### src/rtl/instr_fetch_if.sv
// Instruction-memory read port of the fetch stage: the fetch unit drives the word address and
// the memory returns the instruction at that address in the same cycle.
interface instr_fetch_if #(
  parameter int unsigned ISIZE = 16
);
  logic [ISIZE-1:0] imem_addr;
  logic [ISIZE-1:0] imem_data;

  modport master (output imem_addr, input imem_data);
  modport slave  (input imem_addr, output imem_data);
endinterface

### src/rtl/instr_fetch.sv
// Fetch stage: PC sequencing, the IF/ID register, the EX/MEM forwarding history and a
// single-instruction EXEC detour that returns to the interrupted PC.
module instr_fetch #(
  parameter int unsigned      ISIZE = 16,
  parameter logic [ISIZE-1:0] NOP   = '0
) (
  input  logic                clk,
  input  logic                rst_n,
  instr_fetch_if.master       imem,
  input  logic                stall,
  input  logic                redirect,
  input  logic [ISIZE-1:0]    redirect_pc,
  input  logic                exec_req,
  input  logic [ISIZE-1:0]    exec_pc,
  output logic [ISIZE-1:0]    id_instr,
  output logic [ISIZE-1:0]    id_pc,
  output logic [ISIZE-1:0]    last_instr,
  output logic [ISIZE-1:0]    last2_instr,
  output logic                exec_busy
);

  typedef enum logic {StRun, StExecOne} state_e;

  state_e           state_q, state_d;
  logic [ISIZE-1:0] pc_q, pc_d;
  logic [ISIZE-1:0] ret_pc_q, ret_pc_d;
  logic [ISIZE-1:0] id_instr_q, id_instr_d;
  logic [ISIZE-1:0] id_pc_q, id_pc_d;
  logic [ISIZE-1:0] last_q, last_d;
  logic [ISIZE-1:0] last2_q, last2_d;

  always_ff @(posedge clk or negedge rst_n) begin
    if (!rst_n) begin
      state_q <= StRun;
    end else begin
      state_q <= state_d;
    end
  end

  always_comb begin
    state_d = state_q;
    if (!stall) begin
      if (redirect) begin
        state_d = StRun;
      end else if (exec_req) begin
        state_d = StExecOne;
      end else begin
        state_d = StRun;
      end
    end
  end

  always_comb begin
    exec_busy = (state_q == StExecOne);
  end

  always_ff @(posedge clk or negedge rst_n) begin
    if (!rst_n) begin
      pc_q       <= '0;
      ret_pc_q   <= '0;
      id_instr_q <= NOP;
      id_pc_q    <= '0;
      last_q     <= NOP;
      last2_q    <= NOP;
    end else begin
      pc_q       <= pc_d;
      ret_pc_q   <= ret_pc_d;
      id_instr_q <= id_instr_d;
      id_pc_q    <= id_pc_d;
      last_q     <= last_d;
      last2_q    <= last2_d;
    end
  end

  always_comb begin
    pc_d       = pc_q;
    ret_pc_d   = ret_pc_q;
    id_instr_d = id_instr_q;
    id_pc_d    = id_pc_q;
    last2_d    = last_q;
    last_d     = NOP;
    if (!stall) begin
      last_d = id_instr_q;
      if (redirect) begin
        pc_d       = redirect_pc;
        id_instr_d = NOP;
        id_pc_d    = pc_q;
      end else if (exec_req) begin
        // A nested EXEC overwrites the return address with the current (EXEC target) PC.
        ret_pc_d   = pc_q;
        pc_d       = exec_pc;
        id_instr_d = NOP;
        id_pc_d    = pc_q;
      end else begin
        id_instr_d = imem.imem_data;
        id_pc_d    = pc_q;
        pc_d       = (state_q == StExecOne) ? ret_pc_q : pc_q + 1'b1;
      end
    end
  end

  assign imem.imem_addr = pc_q;
  assign id_instr       = id_instr_q;
  assign id_pc          = id_pc_q;
  assign last_instr     = last_q;
  assign last2_instr    = last2_q;

endmodule

### src/flat_wrapper.sv
// flat-port wrapper written by rule: the top's interface ports become plain ports
module instr_fetch_flat 
#(
  parameter int unsigned      ISIZE = 16,
  parameter logic [ISIZE-1:0] NOP   = '0
)
  (clk, rst_n, stall, redirect, redirect_pc, exec_req, exec_pc, id_instr, id_pc, last_instr, last2_instr, exec_busy, imem_imem_addr, imem_imem_data);
  instr_fetch_if #(.ISIZE(ISIZE)) imem_i ();
  input  logic clk;
  input  logic rst_n;
  input  logic stall;
  input  logic redirect;
  input  logic [ISIZE-1:0] redirect_pc;
  input  logic exec_req;
  input  logic [ISIZE-1:0] exec_pc;
  output logic [ISIZE-1:0] id_instr;
  output logic [ISIZE-1:0] id_pc;
  output logic [ISIZE-1:0] last_instr;
  output logic [ISIZE-1:0] last2_instr;
  output logic exec_busy;
  output wire logic [$bits(imem_i.imem_addr)-1:0] imem_imem_addr;
  input wire logic [$bits(imem_i.imem_data)-1:0] imem_imem_data;
  assign imem_imem_addr = imem_i.imem_addr;
  assign imem_i.imem_data = imem_imem_data;
  instr_fetch #(.ISIZE(ISIZE), .NOP(NOP)) u_core (.clk(clk), .rst_n(rst_n), .imem(imem_i), .stall(stall), .redirect(redirect), .redirect_pc(redirect_pc), .exec_req(exec_req), .exec_pc(exec_pc), .id_instr(id_instr), .id_pc(id_pc), .last_instr(last_instr), .last2_instr(last2_instr), .exec_busy(exec_busy));
endmodule
### config.mk
export PLATFORM = sky130hd
export DESIGN_NAME = instr_fetch_flat
export DESIGN_NICKNAME = d
export VERILOG_FILES = /design/src/rtl/instr_fetch_if.sv /design/src/rtl/instr_fetch.sv /design/src/flat_wrapper.sv
export SDC_FILE = /design/constraint.sdc
export NUM_CORES = 1
export LEC_CHECK = 0
export BUFFER_PORTS_ARGS = -buffer_cell sky130_fd_sc_hd__buf_4
export CORE_MARGIN = 2
export CORE_UTILIZATION = 35
export CTS_CLUSTER_SIZE = 30
export DETAILED_ROUTE_END_ITERATION = 12
export HOLD_SLACK_MARGIN = 0.05
export PLACE_DENSITY = 0.59
export REMOVE_ABC_BUFFERS = 1
export SLEW_MARGIN = 20
export SYNTH_ARGS = -nofsm -noshare
export SYNTH_HDL_FRONTEND = slang
export SYNTH_SLANG_ARGS = --single-unit
### constraint.sdc
create_clock -name clk -period 4.3 [get_ports clk]
set_clock_uncertainty 0.15 [all_clocks]
set_input_delay 0.86 -clock clk [delete_from_list [all_inputs] [get_ports clk]]
set_output_delay 0.86 -clock clk [all_outputs]
set_load 0.05 [all_outputs]
; After elaboration in Yosys (flattened, before gate mapping)
; Cells that the tools add are included.
[op_classes]
n_addsub = 1
mux = 8
bitwise_logic = 2
n_reduce_logical = 1
[op_table]
columns = cell, count
row1 = 2-to-1 mux 16 bit, 6
row2 = adder 16 x 1 -> 16 bit (second input constant), 1
row3 = AND reduction 3 bit, 1
row4 = 2-to-1 mux 1 bit, 2
row5 = NOT 1 bit, 2
[word_totals]
regBits = 97
inputBits = 53
elab_cells = 19

; Longest topological paths before layout
; Gate-level depths: netlist of the first run.
[depth]
depth_word = 4
mapped_depth = 7

; Least setup slack after synthesis of the first run
; OpenSTA, ideal clock, no wires.
[synth_path]
path_kind = input to register
start = input stall
end = register u_core.ret_pc_q[11]
arrival_ns = 2.002
required_ns = 4.025
setup_slack_ns = 2.023
stages = 6
path_buffers = 2
cell_sequence = buf_2 inv_2 nand2_1 nor2_2 buf_4 mux2_2
[synth_between]
elab_chain_len = 2
[synth_lines]
columns = item, line_no
row1 = "start, declared", flat_wrapper.sv:11  ; input logic stall;
row2 = NOT 1 bit (no line), -
row3 = AND reduction 3 bit (no line), -
row4 = "end signal, assigned", instr_fetch.sv:67  ; ret_pc_q <= ret_pc_d;
row5 = "end, declared", instr_fetch.sv:26  ; logic [ISIZE-1:0] ret_pc_q, ret_pc_d;
; No other way between the ends.
; A chain may end at the register's enable or synchronous reset.

; Final worst setup path of the first run
[layout_path]
start = input stall
end = register u_core.ret_pc_q[15]
; The elaborated chain is that of the path after synthesis.

==> results of run 1 <==
## metal layers
metal / share of wire / track usage
met3: 0.056 / 0.03428
met5: 0 / 0
met1: 0.45 / 0.2451
met2: 0.48 / 0.2731
met4: 0.015 / 0.05447
## per-stage QoR
stage	cell area, um^2	util	hold slack [ns]	cells
floorplan	4030	-	0.3091	318
global placement	5238	0.4548	0.2088	598
detailed placement	5244	0.4553	0.2114	598
CTS	5545	0.4815	0.2293	614
global route	5545	0.4815	0.2321	614
finish	5545	0.4815	0.2276	614
## critical path, stage by stage
cell	delay [ns]
buf_4	0.25
inv_2	0.26
nand2_1	0.15
nor2_2	0.76
mux2_2	0.42
## path summary, 6_finish.rpt
kind / from / end / cells after the start
worst max-delay path: stall / u_core.ret_pc_q[15] / 5
worst min-delay path: u_core.last_instr[9] / u_core.last2_instr[9] / 0
worst max register to register: u_core.imem.imem_addr[0] / u_core.imem.imem_addr[10] / 5
worst min register to register: u_core.last_instr[9] / u_core.last2_instr[9] / 0
max in group asynchronous: rst_n / u_core.ret_pc_q[12] / 2
min in group asynchronous: rst_n / u_core.last2_instr[10] / 1
## logic make-up after synthesis
family | Yosys count | share of synthesized area
buffers and inverters | 31 | 0.04224
AOI/OAI and AO/OA | 78 | 0.1393
DFF | 97 | 0.5812
adders and majority gates | 1 | 0.002995
and+or+nand+nor | 94 | 0.1318
muxes | 33 | 0.08778
xor gates and xnor gates | 7 | 0.01468
## Yosys cell counts, types with 7 or more instances
| cell type | count |
|---|---|
| nor2_1 | 7 |
| o22ai_1 | 8 |
| a22o_1 | 16 |
| a211oi_1 | 7 |
| nand2_1 | 23 |
| buf_2 | 8 |
| nand3_1 | 7 |
| nor2b_1 | 18 |
| a21oi_1 | 7 |
| mux2_2 | 27 |
| o21ai_0 | 7 |
| dfrtp_1 | 97 |
## registers in the layout (all words and copies together) (netlist names)
register / flops
u_core.imem.imem_addr: 16
u_core.last2_instr: 16
u_core.id_pc: 16
u_core.ret_pc_q: 16
u_core.last_instr: 16
u_core.exec_busy: 1
u_core.id_instr: 16
## area by class of cell
type	instances	area, um^2	area share
clock buffer	10	229.0	0.04129
clock inverter	6	72.57	0.01309
inverter	8	30.03	0.005415
multi-input combinational	213	1579	0.2847
sequential	97	2427	0.4377
tap	143	178.9	0.03227
timing repair buffer	137	1028	0.1855
## where the power goes
part / total [W] / leakage (nW) / switching, W / internal [W]
sequential: 0.00113 / 1.23 / 0.000104 / 0.00102
combinational: 0.000659 / 1.23 / 0.000418 / 0.000240
clock: 0.000818 / 0.144 / 0.000359 / 0.000459
total: 0.00260 / 2.60 / 0.000881 / 0.00172
==> metrics, run 1 <==
outcome finished with violations; failing checks DRC; gr ovfl total 0; R2R Setup Slk 2.19 ns; Yosys reg bits 97; number of synthesized flops with an enable pin 0; Vias 3184; Fmax 0.3764 GHz; DRT iter0 DRCs 213; port buffer count 133; DRT Pass-1 Iters 8; Num CTS Buffers 9; WP data arrival 2.73 ns; Post-synth top flop dfrtp_1; row count 39; WL final 10.91 mm; most common cell after layout, fill and taps aside buf_4; Avg Inst Size Synth 12.25 um^2; register area share after synthesis 0.5812; Critical Path Fanout Max 34; GP Congestion 0.7884; fin crit share 0.6178; worst slack at placement 1.303 ns; RSZ-0062 raised after global routing false; # DRC 8; asr flop ratio synth 1.000; via/cell ratio 5.186; initial antenna violation count 0; Setup TNS Final 0 ns; fin crit period 2.656 ns; largest net degree at the start of global routing 61; HPWL Detailed 7.595 mm; Nets 520; ANT cells 0; fraction of layout cells with a size suffix above 1 0.4119; Yosys warning total 0; GRT Total Usage 0.1742; area of the die 0.01282 mm^2; CP Capture Type flop; Clk Tree Root Cell clkbuf_16; Ports 134; Final Power 0.002603 W; post-synth top area cell dfrtp_1; vias in the first global route 3075; P_leak 2.599 nW; pin slew with the least headroom to its limit 0.9659 ns; cts repair resizes 0; clock-pin slew on the worst setup and hold paths 0.07 ns; Pwr Density 469.4 mW/mm^2; fill count 1086; CP Launch Type input pin; Yosys top cell area share 0.5812; starting density of the core 0.3627; Max Root-Sink Buffers 2; die width 113.2 um; WP data required 4.37 ns; final worst slack 1.644 ns; Pins Over Slew Limit 0; Netlist Area Pre-Place 0.004177 mm^2; core area 0.01152 mm^2; Syn Inst Count 341; CTS sink cnt 97; Peak VDD IR 0.2308 mV; WL per Instance 17.76 um; Hold WC Path Type flop to flop; Setup Buffers After CTS 0; post-route ant nets 0; Clock Latency Late Sink 0.34 ns; Hold Violations, Final 0; Max-slew headroom 0.3554; # setup viols final 0; DIE HEIGHT 113.2 um; top cells by area, synth dfrtp_1, mux2_2, a22o_1, nor2b_1, nand2_1; commonest non-fill, non-tap cells in the layout buf_4, dfrtp_1, mux2_2; H-tree depth 3; global-route wire length before repair 17.41 mm; hold-fix buffers at CTS 0; Max Cap Viol 0; CTS tree built; Area Overhead vs Synth 32.77%; WS Path Type input pin to flop; Synth cell types 64
(Power assumes the default switching activity.)
==> run 2: changes to the inputs <==
==> constraint.sdc (replaced) <==
create_clock -name clk -period 2.5 [get_ports clk]
set_clock_uncertainty 0.15 [all_clocks]
set_input_delay 0.5 -clock clk [delete_from_list [all_inputs] [get_ports clk]]
set_output_delay 0.5 -clock clk [all_outputs]
set_load 0.05 [all_outputs]
==> run 2 against run 1 <==
The run still ends with DRC left. Sequential cell count unchanged. First-iteration DRC count increased by 48%. Routed wire length increased by 2.3%. Non-clock buffer count rose by 5. Hold slack got worse by 0.017 ns. Global-route usage is 0.85 points higher. Clock-buffer cell count up 1. Final cell count is 0.65% higher. Combinational power increased by 73%. Highest routed layer unchanged. Critical path depth unchanged. Setup slack worse by 1.2 ns. Final area increased by 0.59%.
==> metrics, run 2 (synthesis results as in run 1) <==
outcome finished with violations (unchanged); failing checks DRC (unchanged); WL final 11.15 mm (was 10.91 mm); DIE HEIGHT 113.2 um (unchanged); core area 0.01152 mm^2 (unchanged); Reg2Reg Capture Point u_core.imem.imem_addr[12] (was u_core.imem.imem_addr[10]); metal3 WL 813 um (was 613 um); Top Metal Used met4 (unchanged); fin crit period 2.040 ns; worst-case reg-to-reg path depth 5 (unchanged); commonest non-fill, non-tap cells in the layout buf_4, dfrtp_1, mux2_2 (unchanged); Fmax 0.4903 GHz; largest net degree at the start of global routing 47 (was 61); most common cell after layout, fill and taps aside buf_4 (unchanged); area of the die 0.01282 mm^2 (unchanged); Max Root-Sink Buffers 2 (unchanged); pin slew with the least headroom to its limit 0.6008 ns (was 0.9659 ns); Hold WC Path Type input pin to flop (was flop to flop); Critical Path Fanout Max 9 (was 34); H-tree depth 3 (unchanged); worst slack at placement 0.3507 ns (was 1.303 ns); cts repair resizes 0 (unchanged); Area Overhead vs Synth 33.55% (was 32.77%); WP data required 2.59 ns (was 4.37 ns); Nets 525 (was 520); CP Launch Type flop (was input pin); Pins Over Slew Limit 0 (unchanged); starting density of the core 0.3627 (unchanged); Clk Tree Root Cell clkbuf_16 (unchanged); GRT Total Usage 0.1827 (was 0.1742); RSZ-0062 raised after global routing false (unchanged); Hold Violations, Final 0 (unchanged); CTS sink cnt 97 (unchanged); Num CTS Buffers 9 (unchanged); Pwr Density 795.2 mW/mm^2 (was 469.4 mW/mm^2); R2R Setup Slk 0.46 ns (was 2.19 ns); # DRC 8 (unchanged); via/cell ratio 5.261 (was 5.186); Met1 Routed Length 4.688 mm (was 4.893 mm); WL per Instance 18.05 um (was 17.76 um); Hold Path Cell Cnt 2 (was 0); row count 39 (unchanged); P_leak 2.617 nW (was 2.599 nW); met2 wire len 5.486 mm (was 5.239 mm); DRT iter0 DRCs 316 (was 213); fin crit share 0.8158; clock-pin slew on the worst setup and hold paths 0.07 ns (about the same); Max Cap Viol 0 (unchanged); Max-slew headroom 0.5995 (was 0.3554); global-route wire length before repair 17.93 mm (was 17.41 mm); gr ovfl total 0 (unchanged); initial antenna violation count 0 (unchanged); final worst slack 0.4604 ns (was 1.644 ns); fill count 1092 (was 1086); CTS tree built (unchanged); Ports 134 (unchanged); register area 0.002427 mm^2 (unchanged); CP Capture Type flop (unchanged); post-route ant nets 0 (unchanged); Clock Latency Late Sink 0.34 ns (about the same); Vias 3251 (was 3184); DRT Pass-1 Iters 8 (unchanged); HPWL Detailed 7.861 mm (was 7.595 mm); Setup TNS Final 0 ns (unchanged); ANT cells 0 (unchanged); multi-input logic area 0.001573 mm^2 (was 0.001579 mm^2); reg2reg start u_core.imem.imem_addr[0] (unchanged); WP data arrival 2.12 ns (was 2.73 ns); port buffer count 133 (unchanged); hold-fix buffers at CTS 1 (was 0); worst hold endpoint u_core.id_instr[3] (was u_core.last2_instr[9]); WS Path Type flop to flop (was input pin to flop); vias in the first global route 3249 (was 3075); die width 113.2 um (unchanged); # setup viols final 0 (unchanged); GP Congestion 0.8285 (was 0.7884); Hold Crit Start imem_imem_data[3] (was u_core.last_instr[9]); Peak VDD IR 0.4229 mV (was 0.2308 mV); Setup Buffers After CTS 0 (unchanged); fraction of layout cells with a size suffix above 1 0.4126 (was 0.4119)
-- run 2: cell count changes in the layout (fill, tap and decap cells not counted) --
cell,delta
clkinv_4,+1
clkbuf_1,+1
dlygate4sd3_1,+1
inv_6,-3
buf_4,+3
nor3_2,+1
buf_12,+1
nor3_4,-1
-- run 2: per-stage QoR --
step | utilization | cells | hold WS, ns | area (um^2) | power [W]
6_report | 0.4844 | 618 | 0.2104 | 5578 | 0.004436
5_1_grt | 0.4844 | 618 | 0.2001 | 5578 | 0.004656
4_1_cts | 0.4844 | 618 | 0.1942 | 5578 | 0.004488
3_5_place_dp | 0.4585 | 602 | 0.2171 | 5280 | 0.003118
3_3_place_gp | 0.4585 | 602 | 0.2103 | 5280 | 0.003100
2_1_floorplan | - | 318 | 0.05441 | 4030 | 0.002655
-- run 2: worst max-delay path, cell delays in order, from the launching register on --
cell and delay [ns]:
dfrtp_1 0.53, ha_1 0.27, and4_1 0.37, nand4_1 0.18, xnor2_1 0.16, a221oi_1 0.26
-- run 2: area by class of cell --
cell class / instances / area share
Timing Repair Buffer: 142 / 0.1938
Inverter: 8 / 0.005384
Tap cell: 143 / 0.03208
Sequential cell: 97 / 0.4352
Clock buffer: 11 / 0.04172
Multi-Input combinational cell: 213 / 0.2820
Clock inverter: 4 / 0.009870
-- run 2: worst max path at each step --
stage,start,endpoint,slack (ns)
final,u_core.imem.imem_addr[0],u_core.imem.imem_addr[12],0.46
after global routing,u_core.imem.imem_addr[0],u_core.imem.imem_addr[12],0.30
after CTS,u_core.imem.imem_addr[0],u_core.imem.imem_addr[12],0.45
after detailed placement,stall,u_core.ret_pc_q[15],0.35
after global placement,stall,u_core.ret_pc_q[11],0.39
after floorplan,u_core.exec_busy,u_core.imem.imem_addr[10],0.30
-- run 2: power by group --
part	internal (W)	switching (W)
combinational	0.000420	0.000719
sequential	0.00176	0.000182
clock	0.000774	0.000580
-- run 2: layer usage --
metal,track usage,vias up
met5,0,-
met4,0.06911,0
met3,0.04928,9
met2,0.2747,122
met1,0.2538,1618
li1,-,1502
